--- src/rtl/adder_share_pkg.sv ---
// Shared constants and the stage-1 pipeline record for the shared adder arbiter.
package adder_share_pkg;

    localparam int DATA_W   = 8;
    localparam int NIBBLE_W = 4;
    // Wide enough for the largest supported requester count (8).
    localparam int MAX_ID_W = 3;

    typedef struct packed {
        logic [NIBBLE_W-1:0] lo_sum;
        logic                lo_carry;
        logic [NIBBLE_W-1:0] a_hi;
        logic [NIBBLE_W-1:0] b_hi;
        logic [MAX_ID_W-1:0] id;
        logic                valid;
    } s1_t;

endpackage

--- src/rtl/rr_grant_picker.sv ---
// Picks one requester: lowest index in fixed mode, first valid at or after ptr otherwise.
module rr_grant_picker #(
    parameter int NUM_REQ = 4,
    parameter int ID_W    = $clog2(NUM_REQ)
) (
    input  logic [NUM_REQ-1:0] req,
    input  logic [ID_W-1:0]    ptr,
    input  logic               fixed_prio,
    output logic [NUM_REQ-1:0] grant,
    output logic [ID_W-1:0]    winner,
    output logic               any_grant
);

    int idx;

    always_comb begin
        grant     = '0;
        winner    = '0;
        any_grant = 1'b0;
        idx       = 0;
        for (int k = 0; k < NUM_REQ; k++) begin
            idx = fixed_prio ? k : int'(ptr) + k;
            if (idx >= NUM_REQ) begin
                idx = idx - NUM_REQ;
            end
            if (!any_grant && req[idx]) begin
                grant[idx] = 1'b1;
                winner     = idx[ID_W-1:0];
                any_grant  = 1'b1;
            end
        end
    end

endmodule

--- src/rtl/adder_share_arbiter.sv ---
// Arbitrates NUM_REQ requesters onto one two-stage nibble-split 8-bit adder;
// results come back two edges after accept, tagged with the requester ID.
module adder_share_arbiter
    import adder_share_pkg::*;
#(
    parameter int NUM_REQ = 4,
    parameter int ID_W    = $clog2(NUM_REQ)
) (
    input  logic                      clk,
    input  logic                      rst,
    input  logic                      cfg_fixed_prio,
    input  logic [NUM_REQ-1:0]        req_valid,
    input  logic [NUM_REQ*DATA_W-1:0] req_a,
    input  logic [NUM_REQ*DATA_W-1:0] req_b,
    input  logic [NUM_REQ-1:0]        req_cin,
    output logic [NUM_REQ-1:0]        req_ready,
    output logic                      resp_valid,
    output logic [ID_W-1:0]           resp_id,
    output logic [DATA_W-1:0]         resp_sum,
    output logic                      resp_cout
);

    logic [NUM_REQ-1:0] grant;
    logic [ID_W-1:0]    winner;
    logic               any_grant;
    logic               accept;

    logic [ID_W-1:0]    ptr_q, ptr_d;
    s1_t                s1_q, s1_d;
    logic               s2_valid_q, s2_valid_d;
    logic [DATA_W-1:0]  s2_sum_q, s2_sum_d;
    logic               s2_cout_q, s2_cout_d;
    logic [ID_W-1:0]    s2_id_q, s2_id_d;

    logic [DATA_W-1:0]  win_a, win_b;
    logic               win_cin;
    logic [NIBBLE_W:0]  lo_full, hi_full;
    logic               unused_id_bits;

    rr_grant_picker #(
        .NUM_REQ (NUM_REQ),
        .ID_W    (ID_W)
    ) u_picker (
        .req        (req_valid),
        .ptr        (ptr_q),
        .fixed_prio (cfg_fixed_prio),
        .grant      (grant),
        .winner     (winner),
        .any_grant  (any_grant)
    );

    // No grants are offered while reset is held, so nothing can be accepted then.
    assign req_ready = rst ? '0 : grant;
    assign accept    = any_grant & ~rst;

    assign win_a   = req_a[winner*DATA_W +: DATA_W];
    assign win_b   = req_b[winner*DATA_W +: DATA_W];
    assign win_cin = req_cin[winner];

    always_comb begin
        ptr_d = ptr_q;
        if (accept && !cfg_fixed_prio) begin
            ptr_d = (winner == ID_W'(NUM_REQ - 1)) ? '0 : winner + 1'b1;
        end
    end

    always_comb begin
        lo_full = {1'b0, win_a[NIBBLE_W-1:0]} + {1'b0, win_b[NIBBLE_W-1:0]}
                + {{NIBBLE_W{1'b0}}, win_cin};
        s1_d                = '0;
        s1_d.lo_sum         = lo_full[NIBBLE_W-1:0];
        s1_d.lo_carry       = lo_full[NIBBLE_W];
        s1_d.a_hi           = win_a[DATA_W-1:NIBBLE_W];
        s1_d.b_hi           = win_b[DATA_W-1:NIBBLE_W];
        s1_d.id[ID_W-1:0]   = winner;
        s1_d.valid          = accept;
    end

    // Stage-2 data only loads on a valid stage-1 entry so responses hold when idle.
    always_comb begin
        hi_full    = {1'b0, s1_q.a_hi} + {1'b0, s1_q.b_hi}
                   + {{NIBBLE_W{1'b0}}, s1_q.lo_carry};
        s2_valid_d = s1_q.valid;
        s2_sum_d   = s2_sum_q;
        s2_cout_d  = s2_cout_q;
        s2_id_d    = s2_id_q;
        if (s1_q.valid) begin
            s2_sum_d  = {hi_full[NIBBLE_W-1:0], s1_q.lo_sum};
            s2_cout_d = hi_full[NIBBLE_W];
            s2_id_d   = s1_q.id[ID_W-1:0];
        end
    end

    always_ff @(posedge clk) begin
        if (rst) begin
            ptr_q      <= '0;
            s1_q       <= '0;
            s2_valid_q <= 1'b0;
            s2_sum_q   <= '0;
            s2_cout_q  <= 1'b0;
            s2_id_q    <= '0;
        end else begin
            ptr_q      <= ptr_d;
            s1_q       <= s1_d;
            s2_valid_q <= s2_valid_d;
            s2_sum_q   <= s2_sum_d;
            s2_cout_q  <= s2_cout_d;
            s2_id_q    <= s2_id_d;
        end
    end

    assign unused_id_bits = ^s1_q.id;

    assign resp_valid = s2_valid_q;
    assign resp_id    = s2_id_q;
    assign resp_sum   = s2_sum_q;
    assign resp_cout  = s2_cout_q;

endmodule

--- config.mk ---
export PLATFORM = sky130hd
export DESIGN_NAME = adder_share_arbiter
export DESIGN_NICKNAME = d
export VERILOG_FILES = /design/src/rtl/adder_share_pkg.sv /design/src/rtl/rr_grant_picker.sv /design/src/rtl/adder_share_arbiter.sv
export SDC_FILE = /design/constraint.sdc
export NUM_CORES = 1
export LEC_CHECK = 0
export BUFFER_PORTS_ARGS = -buffer_cell sky130_fd_sc_hd__buf_2
export CORE_UTILIZATION = 49
export DETAILED_ROUTE_END_ITERATION = 10
export GPL_TIMING_DRIVEN = 0
export HOLD_SLACK_MARGIN = 0.03
export PLACE_DENSITY = 0.85
export SLEW_MARGIN = 20
export SYNTH_ARGS = -nofsm -noshare
export SYNTH_HDL_FRONTEND = slang
export SYNTH_SLANG_ARGS = --single-unit
export TNS_END_PERCENT = 50
--- constraint.sdc ---
create_clock -name clk -period 4.9 [get_ports clk]
set_input_delay 0.98 -clock clk [delete_from_list [all_inputs] [get_ports clk]]
set_output_delay 0.98 -clock clk [all_outputs]
set_load 0.02 [all_outputs]
# After elaboration in Yosys (flattened, before gate mapping)
# Cells that the tools add are included.
# totals
latchBits	0
reg_bits	30
ramBits	0
word_cells	100
inputBits	75
mem_bits_ro	0
output_inout_bits	16
memories	0
# op_classes
muxes	44
shift	2
order_cmp	13
n_reduce_logical	12
bitwise	5
eq_ne	1
addsub	12
n_div	0
multipliers	0
# ops
cell	count
2-to-1 mux 32 bit	7
>= comparator 32 x 1 -> 1 bit (second input constant)	4
>= comparator 32 x 4 -> 1 bit (second input constant)	4
< comparator 32 x 4 -> 1 bit (second input constant)	4
subtractor 32 x 4 -> 32 bit (second input constant)	4
indexed part select 32 x 6 -> 8 bit	2
2-to-1 mux 4 bit	5
2-to-1 mux 1 bit	17
2-to-1 mux 2 bit	6
bitwise OR 4 bit	3
adder 4 x 4 -> 5 bit	2
adder 5 x 1 -> 5 bit	2
binary-select mux 1 bit (select 2 bit)	5
demux 1 bit (select 2 bit)	4
logical AND 1 bit	8
adder 2 x 2 -> 3 bit (second input constant)	2
zero test 1 bit	4
adder 2 x 1 -> 3 bit (second input constant)	1
< comparator 2 x 3 -> 1 bit (second input constant)	1
adder 2 x 1 -> 2 bit (second input constant)	1
== test 2 bit (second input constant)	1
bitwise AND 1 bit	1
NOT 1 bit	1

# Depth between registers and ports, before layout
# depth
ltp_word	19
mapped_depth	16
mapped_depth_nobuf	13

# Modules after synthesis
# A second synthesis with hierarchy kept.
# unflattened
cells_unflattened	203
hier_area_um2	2189.6
# by_module_without_submodules
module	instances	seq_area_each_um2	area_per_inst_um2	cells_per_inst
adder_share_arbiter	1	600.6	1671.6	141
rr_grant_picker	1	0.0	518.0	62

# Least setup slack after synthesis
# OpenSTA, ideal clock, no wires.
# synth_timing
path_type	input port to output port
start	input cfg_fixed_prio
end	output req_ready[3]
n_path_buf	1
slack_ns	1.050
path_stages	7
arrival_time_ns	2.870
t_required_ns	3.920
path_cell_list	nand2b_1 -> clkbuf_1 -> a2111o_1 -> a211oi_4 -> nand2_1 -> a2bb2oi_1 -> o31ai_1
# synth_between
elab_chain_len	17
# synth_lines
item	line_no	rtl
from (decl)	adder_share_arbiter.sv:11	input logic cfg_fixed_prio,
branches (longest 15 deep; another with subtractor 32 x 4 -> 32 bit)	n/a	
2-to-1 mux 4 bit *	rr_grant_picker.sv:26	if (!any_grant && req[idx]) begin
2-to-1 mux 4 bit *	adder_share_arbiter.sv:53	assign req_ready = rst ? '0 : grant;
to (decl)	adder_share_arbiter.sv:16	output logic [NUM_REQ-1:0] req_ready,
# Every way passes the cells marked *. The select of a mux whose other input is x is not followed.

# Worst setup path after layout
# Ends and elaborated chain as after synthesis.

==> metrics.md <==
| Metric | Value |
|---|---|
| Outcome | `finished with violations` |
| Failing checks | `design-rule violations` |
| Syn avg cell area | `8.64 um2` |
| Setup violators final | `0` |
| Total Wirelength | `5880 um` |
| Final worst path period share | `83.9%` |
| Ys Warns | `0` |
| Final hold viol count | `0` |
| Placed Cells | `408` |
| Setup TNS | `0 ns` |
| Pins Over Slew Limit | `0` |
| GRT met3 Usage | `4.13%` |
| Power density over cell area | `501 mW/mm2` |
| Register area | `601 um2` |
| Worst-path fanout max | `9` |
| Htree depth | `2` |
| # Post-CTS Setup Buffers | `0` |
| Clock buffer depth | `2` |
| Core area | `0.00444 mm2` |
| Area Growth Syn to Fin | `26.3%` |
| Post_cts resized | `0` |
| TritonCTS Buffers | `5` |
| Die footprint | `0.00498 mm2` |
| Seq cells post-synth | `30` |
| # IOs | `91` |
| Seq/Total Area, Yosys | `26.0%` |
| Initial antenna violation count | `0` |
| Detailed placement HPWL | `4570 um` |
| Setup slack, reg-to-reg | `1.36 ns` |
| Final hold slack | `0.469 ns` |
| Die Wd | `70.6 um` |
| Detail Route Antenna Nets | `0` |
| Commonest non-fill, non-tap cell in the layout | `buf_2` |
| Vias | `2360` |
| EDFF count, synth | `0` |
| M1 GR Usage | `33.2%` |
| Async set-reset flop share out of synthesis | `0%` |
| Nets | `449` |
| Critical path startpoint category | `primary input` |
| Starting Density | `51.9%` |
| CP Data Arrival Time | `3.13 ns` |
| Vias in the first global route | `2121` |
| Clock slew at reported path FFs | `0.07 ns` |
| Multi-input gate area | `0.00152 mm2` |
| Final std cells w/o fill | `416` |
| Pre-CTS WS | `0.552 ns` |
| Leak | `1.44 nW` |
| Crit Path Class | `in2out` |
| Global routing's busiest layer | `met2` |
| Synthesized Nets | `353` |
| Final setup margin | `0.787 ns` |
| Layout cells sized above 1 | `32.7%` |
| Rel. slew slack | `64.2%` |
| Worst path required time | `3.92 ns` |
| Slew @ Worst Pin | `0.538 ns` |
| Total global-route track usage | `24.1%` |
| RSZ-0062 raised after global routing | `false` |
| DRT iter0 DRCs | `208` |
| Most frequent cells in the layout | `93 x buf_2, 33 x mux2i_1, 30 x dfxtp_1` |
| Pin count of the biggest net entering global routing | `11` |
| Tmin final | `4.11 ns` |
| Max-Cap Viols | `0` |
| GP Congestion | `0.907` |
| Grt ovf | `0` |
| Max VDD drop | `0.300 mV` |
| FP Rows | `24` |
| Die height | `70.6 um` |
| Synth cell types | `60` |
| M2 GR Usage | `38.9%` |
| Hold-fix buffers, CTS | `0` |
| Highest Clock Rate | `243 MHz` |
| Cells after Synth | `267` |
| CTS sink cnt | `30` |
| Skew final | `0.00598 ns` |
| Clk root buf | `clkbuf_8` |
| Element type at the critical path end | `output port` |
| Clk Latency, worst-skew pair | `0.28 ns` |
| First-pass GRT wire length | `9630 um` |
| Pre-antenna DRT Iters | `7` |
| Filler instances | `359` |
| Ys flop type | `dfxtp_1` |
| Ant diodes | `0` |
| Via-to-Cell Ratio | `5.67` |
| Mapped Area | `0.00231 mm2` |
| DRC | `6` |
| Hold Crit Class | `reg2reg` |
| WL per Instance | `14.1 um` |
| CTS tree | `done` |
| Port buffer count | `89` |
[critical path: stages]
cell,delay [ns]
buf_2,0.11
nand2b_1,0.13
clkbuf_1,0.20
a2111o_1,0.53
a211oi_4,0.38
nand2_1,0.15
a2bb2oi_1,0.16
o31ai_1,0.27
buf_2,0.22
[cells by family after synthesis]
family	Yosys count	synth area share (%)
XOR/XNOR	4	1.52
AND/OR/NAND/NOR	75	16.7
flip-flops	30	26.0
buffers and inverters	33	8.08
adder cells (fa/ha/maj)	11	7.27
AO/OA/AOI/OAI	79	25.1
multiplexers	35	15.3
[through the flow]
stage	power (mW)	utilization [%]	area, um2
floorplan	1.04	-	2310
global placement	1.23	63.4	2820
detailed placement	1.25	63.4	2820
CTS	1.46	65.5	2910
global route	1.58	65.5	2910
finish	1.46	65.5	2910
[where the power goes]
group	total (mW)	internal, mW	leakage [nW]	switching (mW)
registers	0.346	0.316	0.248	0.0291
clock network	0.207	0.113	0.0472	0.0945
logic	0.906	0.408	1.14	0.498
[metal layers]
| layer | wire (um) | vias to the layer above |
|---|---|---|
| met5 | 0 | - |
| met4 | 91 | 0 |
| met3 | 389 | 9 |
| met2 | 2730 | 101 |
| met1 | 2660 | 1088 |
| li1 | - | 1162 |
[worst paths after layout]
kind,end,cells past startpoint,from
setup reg to reg,s1_q[12]$_SDFF_PP0_,15,ptr_q[1]$_SDFFE_PP0P_
hold / removal,resp_id[0]$_SDFFE_PP0P_,2,s1_q[1]$_SDFF_PP0_
hold reg to reg,resp_id[0]$_SDFFE_PP0P_,2,s1_q[1]$_SDFF_PP0_
setup / recovery,req_ready[3],9,cfg_fixed_prio
[sequential cells by signal (all words and copies together) (netlist names)]
signal,count
resp_id,2
s2_valid_d,1
resp_sum,8
ptr_q,2
resp_valid,1
resp_cout,1
s1_q,15
[synthesized netlist by cell type, types with 3 or more instances]
cell / count / area share [%]
a21o_1: 4 / 1.3
inv_1: 10 / 1.6
nor2_1: 22 / 3.6
o22ai_1: 9 / 2.4
nand2b_1: 7 / 1.9
nand3b_1: 3 / 0.98
clkbuf_1: 8 / 1.3
buf_6: 4 / 2.0
a22o_1: 3 / 1.1
o21ai_0: 3 / 0.65
nor2b_1: 8 / 2.2
fa_1: 4 / 3.5
a22oi_1: 8 / 2.6
a211oi_1: 4 / 1.3
xnor2_1: 3 / 1.1
dfxtp_1: 30 / 26
buf_2: 4 / 0.87
nand2_1: 22 / 3.6
a21oi_1: 23 / 5.0
mux2i_1: 33 / 14
ha_1: 7 / 3.8
[area by class of cell]
cell class,count,share of cell area (%)
Clock buffer,6,2.84
Multi-Input combinational cell,204,52.2
Timing Repair Buffer,89,15.3
Sequential cell,30,20.6
Buffer,21,4.77
Inverter,12,1.63
Tap cell,52,2.23
Clock inverter,2,0.430
(Power assumes the default switching activity.)
